### src/rtl/andgate_rr_arbiter_if.sv
// Request/response bundle between four requesters and the shared AND-gate arbiter.
// Requester i owns bit i of each 4-bit vector and slice i of the operand buses.
interface andgate_rr_arbiter_if #(
    parameter int WIDTH = 1
);
    logic [3:0]         req_valid;
    logic [3:0]         req_ready;
    logic [4*WIDTH-1:0] req_a;
    logic [4*WIDTH-1:0] req_b;
    logic [3:0]         rsp_valid;
    logic [3:0]         rsp_ready;
    logic [WIDTH-1:0]   rsp_data;

    modport master (
        output req_valid, req_a, req_b, rsp_ready,
        input  req_ready, rsp_valid, rsp_data
    );

    modport slave (
        input  req_valid, req_a, req_b, rsp_ready,
        output req_ready, rsp_valid, rsp_data
    );
endinterface

### src/rtl/andgate_rr_arbiter.sv
// Round-robin arbiter sharing one combinational AND-gate among four requesters.
// Operands are registered into the gate, the result is captured and returned.
module andgate_rr_arbiter #(
    parameter int WIDTH = 1,
    parameter int CNT_W = 16
) (
    input  logic                  clk,
    input  logic                  rst_n,
    andgate_rr_arbiter_if.slave   bus,
    output logic [WIDTH-1:0]      gate_a,
    output logic [WIDTH-1:0]      gate_b,
    input  logic [WIDTH-1:0]      gate_c,
    output logic                  busy,
    output logic [CNT_W-1:0]      op_count
);
    typedef enum logic [1:0] {
        IDLE,
        EVAL,
        RESP
    } state_t;

    state_t           state;
    state_t           state_nx;
    logic [1:0]       ptr;
    logic [1:0]       gid;
    logic [1:0]       grant;
    logic [1:0]       idx;
    logic             hit;
    logic             accept;
    logic             done;
    logic [3:0]       rsp_valid_q;
    logic [WIDTH-1:0] rsp_data_q;

    // Search starts at ptr and wraps, so the first valid requester wins.
    always_comb begin
        grant = '0;
        idx   = '0;
        hit   = 1'b0;
        for (int k = 0; k < 4; k++) begin
            idx = ptr + 2'(k);
            if (!hit && bus.req_valid[idx]) begin
                grant = idx;
                hit   = 1'b1;
            end
        end
    end

    assign accept = (state == IDLE) && hit;
    assign done   = (state == RESP) && bus.rsp_ready[gid];

    assign bus.req_ready = accept ? (4'b0001 << grant) : 4'b0000;
    assign bus.rsp_valid = rsp_valid_q;
    assign bus.rsp_data  = rsp_data_q;
    assign busy          = (state != IDLE);

    always_comb begin
        state_nx = state;
        unique case (state)
            IDLE:    if (accept) state_nx = EVAL;
            EVAL:    state_nx = RESP;
            RESP:    if (done) state_nx = IDLE;
            default: state_nx = IDLE;
        endcase
    end

    always_ff @(posedge clk or negedge rst_n) begin
        if (!rst_n) begin
            state       <= IDLE;
            ptr         <= '0;
            gid         <= '0;
            gate_a      <= '0;
            gate_b      <= '0;
            rsp_data_q  <= '0;
            rsp_valid_q <= '0;
            op_count    <= '0;
        end else begin
            state <= state_nx;
            if (accept) begin
                gate_a <= bus.req_a[int'(grant)*WIDTH +: WIDTH];
                gate_b <= bus.req_b[int'(grant)*WIDTH +: WIDTH];
                gid    <= grant;
            end
            if (state == EVAL) begin
                rsp_data_q  <= gate_c;
                rsp_valid_q <= 4'b0001 << gid;
            end
            // Pointer moves only on completion, never on grant.
            if (done) begin
                rsp_valid_q <= '0;
                op_count    <= op_count + CNT_W'(1);
                ptr         <= gid + 2'd1;
            end
        end
    end
endmodule
### src/flat_wrapper.sv
// flat-port wrapper written by rule: the top's interface ports become plain ports
module andgate_rr_arbiter_flat 
#(
    parameter int WIDTH = 1,
    parameter int CNT_W = 16
)
  (clk, rst_n, gate_a, gate_b, gate_c, busy, op_count, bus_req_valid, bus_req_a, bus_req_b, bus_rsp_ready, bus_req_ready, bus_rsp_valid, bus_rsp_data);
  andgate_rr_arbiter_if #(.WIDTH(WIDTH)) bus_i ();
  input  logic clk;
  input  logic rst_n;
  output logic [WIDTH-1:0] gate_a;
  output logic [WIDTH-1:0] gate_b;
  input  logic [WIDTH-1:0] gate_c;
  output logic busy;
  output logic [CNT_W-1:0] op_count;
  input wire logic [$bits(bus_i.req_valid)-1:0] bus_req_valid;
  input wire logic [$bits(bus_i.req_a)-1:0] bus_req_a;
  input wire logic [$bits(bus_i.req_b)-1:0] bus_req_b;
  input wire logic [$bits(bus_i.rsp_ready)-1:0] bus_rsp_ready;
  output wire logic [$bits(bus_i.req_ready)-1:0] bus_req_ready;
  output wire logic [$bits(bus_i.rsp_valid)-1:0] bus_rsp_valid;
  output wire logic [$bits(bus_i.rsp_data)-1:0] bus_rsp_data;
  assign bus_i.req_valid = bus_req_valid;
  assign bus_i.req_a = bus_req_a;
  assign bus_i.req_b = bus_req_b;
  assign bus_i.rsp_ready = bus_rsp_ready;
  assign bus_req_ready = bus_i.req_ready;
  assign bus_rsp_valid = bus_i.rsp_valid;
  assign bus_rsp_data = bus_i.rsp_data;
  andgate_rr_arbiter #(.WIDTH(WIDTH), .CNT_W(CNT_W)) u_core (.clk(clk), .rst_n(rst_n), .bus(bus_i), .gate_a(gate_a), .gate_b(gate_b), .gate_c(gate_c), .busy(busy), .op_count(op_count));
endmodule
### config.mk
export PLATFORM = sky130hd
export DESIGN_NAME = andgate_rr_arbiter_flat
export DESIGN_NICKNAME = d
export VERILOG_FILES = /design/src/rtl/andgate_rr_arbiter_if.sv /design/src/rtl/andgate_rr_arbiter.sv /design/src/flat_wrapper.sv
export SDC_FILE = /design/constraint.sdc
export NUM_CORES = 1
export LEC_CHECK = 0
export ABC_AREA = 1
export BUFFER_PORTS_ARGS = -buffer_cell sky130_fd_sc_hd__buf_2
export CAP_MARGIN = 20
export CORE_ASPECT_RATIO = 1.25
export CORE_MARGIN = 2
export CORE_UTILIZATION = 52
export CTS_CLUSTER_DIAMETER = 80
export DETAILED_ROUTE_END_ITERATION = 10
export HOLD_SLACK_MARGIN = 0.12
export PLACE_DENSITY = 0.79
export RECOVER_POWER = 25
export SYNTH_ARGS = -nofsm -noshare
export SYNTH_HDL_FRONTEND = slang
export SYNTH_SLANG_ARGS = --single-unit
export TNS_END_PERCENT = 10
### constraint.sdc
create_clock -name clk -period 1.85 [get_ports clk]
set_input_delay 0 -clock clk [delete_from_list [all_inputs] [get_ports clk]]
set_output_delay 0 -clock clk [all_outputs]
set_load 0.03 [all_outputs]
==> flow_summary.yaml <==
synth:
  yosys.area_share.simple_pct: 40.5
  synth-main-ff-cell: "dfrtp_1"
  ys_async_sr_fraction_pct: 100
  yosys_warnings: 0
  synth_top_family_by_area: "simple AND/OR/NAND/NOR gates"
  synth_fp_nets: 245
  avgSynthCellArea_um2: 8.05
  synth-edff-count: 0
  synth_top_cell_by_area: "dfrtp_1"
  synthAdderAreaFrac_pct: 3.52
  synth_top_area_share_pct: 40.8
  ys_seq_area_share_pct: 40.8
  synth-seq-cells: 29
  synth_cell_types: 25
  synth-compound-area-share_pct: 1.76
  synthMuxAreaShare_pct: 0.633
  synthXorXnorAreaFrac_pct: 6.89
  synthCells: 221
  synthTopCellsByArea: "dfrtp_1 (41%), nand2_1 (16%), nand3_2 (5.1%)"
  synth.cell_area_um2: 1780
clock_network:
  clock-root-buffer: "clkbuf_8"
  insertion_delay_ps: 280
  tritoncts: "done"
  cts_made_buffers: 5
  cts_htree_levels: 2
  cts_buffer_depth: 2
  cts.sinks: 29
  clk_pin_slew_ps: 60
power:
  vdd_drop_max_uv: 1260
  leakagePower_nw: 1.27
  powerDensity_nw_per_um2: 1730
sta:
  max_slew_margin_pct: 52.5
  fin_worst_skew_ps: 3.39
  hold_violations: 0
  final.setup.worst_slack_ps: -126
  setup_viol: 4
  setup_tns_ps: -420
  rsz0062_at_grt: "yes"
  post-route-min-period_ps: 1980
  min_period_over_period_pct: 107
  tightest_slew_ps: 713
  maxSlewViolCount: 0
  max_freq_ghz: 0.506
place:
  dpl_cell_area_um2: 2060
  place_hpwl_um: 2950
  portBuffers: 46
  gp_congestion: 0.771
die:
  fp.dieArea_um2: 3910
  die_w_um: 56.3
  ios: 47
  core-area_um2: 3250
  die_h_um: 69.4
  rows: 23
  start_util_pct: 54.7
worst_setup_path:
  startpoint_type: "flip-flop"
  crit_path_end_kind: "output pin"
  r2r_end: "u_core.op_count[13]"
  criticalPathCategory: "reg -> out"
  cp.arrival_ps: 1980
  cp_max_fo: 6
  worstSetupStartpoint: "u_core.ptr[0]"
  r2r_start: "u_core.state[0]"
  cp.required_ps: 1850
  slowest_stage: "dfrtp_2"
  cpPeakStageDelay_ps: 460
  reg2regPathDepth: 10
  worstPathCellList: "buf_6 -> nand2_2 -> nand2_2 -> nor2_2 -> nor2_1 -> nand3_4 -> nand3_4 -> nor2_4 -> inv_2 -> nor2_2 -> buf_6"
  r2r_slack_ps: 170
detailed_routing:
  drt_iter0_drc: 46
  drt.antenna.violating_nets: 0
  firstDrtPassIters: 5
  via_count: 1632
  viasPerCell: 5.02
  wl_um: 4130
  wl_per_cell_um: 12.7
  drc: 0
cells_and_area:
  final_common_cell: "nand2_1"
  finalInstanceArea_um2: 2350
  antennaDiodeCount: 0
  drive_gt1_share_pct: 38.5
  syn_to_final_growth_pct: 31.9
  final_cell_mix: "nand2_1 (70), buf_2 (41), dfrtp_1 (27)"
  nets: 311
grt:
  grt_pass1_wl_um: 7040
  grt-ovfl-total: 0
  antenna_found_initial: 0
  grt_pass1_vias: 1711
  grt_max_degree: 30
  globalRouteTotalUtil_pct: 23.0
job:
  maxCapViolations: 0
min_path:
  min_to: "u_core.gate_a"
  hold_path_depth: 5
  hold_path_class: "in -> reg"
  hold_start: "bus_req_a[3]"
status:
  violations: "negative setup slack"
  status: "finished, violations left"
metal layers:
metal  wire length, um  vias to the layer above  GRT usage (%)  part of all wire, %
li1                  -                      830              -                    -
met1              1600                      755           23.5                   39
met2              2240                       43           43.4                   54
met3               242                        4           6.72                  5.9
met4                38                        0           7.67                 0.92
met5                 0                        -              0                    0
synthesized netlist by cell type, drive strengths merged, types with 3 or more instances:
master	n
dfrtp	29
ha	5
inv	24
nand2	85
nand3	28
nand4	5
nor2	17
nor3	3
o21ai	4
xnor2	7
xor2	7
through the flow:
step / hold slack, ps / utilization (%) / power [W] / worst slack, ps / instances
after floorplan: -296 / - / 0.00273 / 30.3 / 221
after global placement: 68.9 / 63.2 / 0.00318 / 87.7 / 304
after detailed placement: 69.4 / 63.2 / 0.00325 / 84.0 / 304
after CTS: 127 / 70.3 / 0.00393 / -105 / 324
after global routing: 167 / 72.1 / 0.00439 / -250 / 325
final: 142 / 72.1 / 0.00406 / -126 / 325
state kept, by name, indices dropped and copies added, names as in the netlist:
| signal | flops |
|---|---|
| u_core.op_count | 16 |
| u_core.bus.rsp_valid | 4 |
| u_core.gid | 2 |
| u_core.ptr | 2 |
| u_core.state | 2 |
| u_core.bus.rsp_data | 1 |
| u_core.gate_a | 1 |
| u_core.gate_b | 1 |
worst max path at each step:
stage	to	slack, ps	cells after the start
finish	bus_req_ready[2]	-130	11
global route	bus_req_ready[1]	-250	13
CTS	bus_req_ready[2]	-100	12
detailed placement	bus_req_ready[3]	80	12
global placement	bus_req_ready[2]	90	12
floorplan	bus_req_ready[0]	30	10
logic make-up (layout without fill, tap and decap cells):
kind of cell / Yosys count / count (layout)
XOR/XNOR: 14 / 14
AO/OA/AOI/OAI: 6 / 6
flip-flops: 29 / 29
adder cells (fa/ha/maj): 5 / 5
multiplexers: 1 / 1
buffers and inverters: 26 / 93
AND/OR/NAND/NOR: 140 / 140
critical path, delay by kind of cell, from the launching register on:
kind	cells	cell delay (ps)
AND/OR/NAND/NOR	8	860
flip-flops	1	460
buffers and inverters	3	360
report_power, final:
group	total, W	internal [W]	switching, W
Combinational	0.00252	0.000875	0.00164
Clock	0.000505	0.000259	0.000247
Sequential	0.00104	0.000836	0.000202
final cells by class:
cell class,instances,area [um^2]
fill,262,906
multi-input combinational,166,1000
clock buffer,5,68.8
sequential,29,728
clock inverter,3,17.5
tap,37,46.3
timing repair buffer,61,387
inverter,24,95.1
repair_timing:
action / in CTS / in global routing
setup buffers: 3 / 1
pin swaps: 3 / 5
gates resized for setup: 10 / 16
setup endpoints to repair: 4 / 7
hold buffers: 9 / 0
hold endpoints to repair: 32 / 0
No activity file was read; power rests on OpenSTA's default activity.
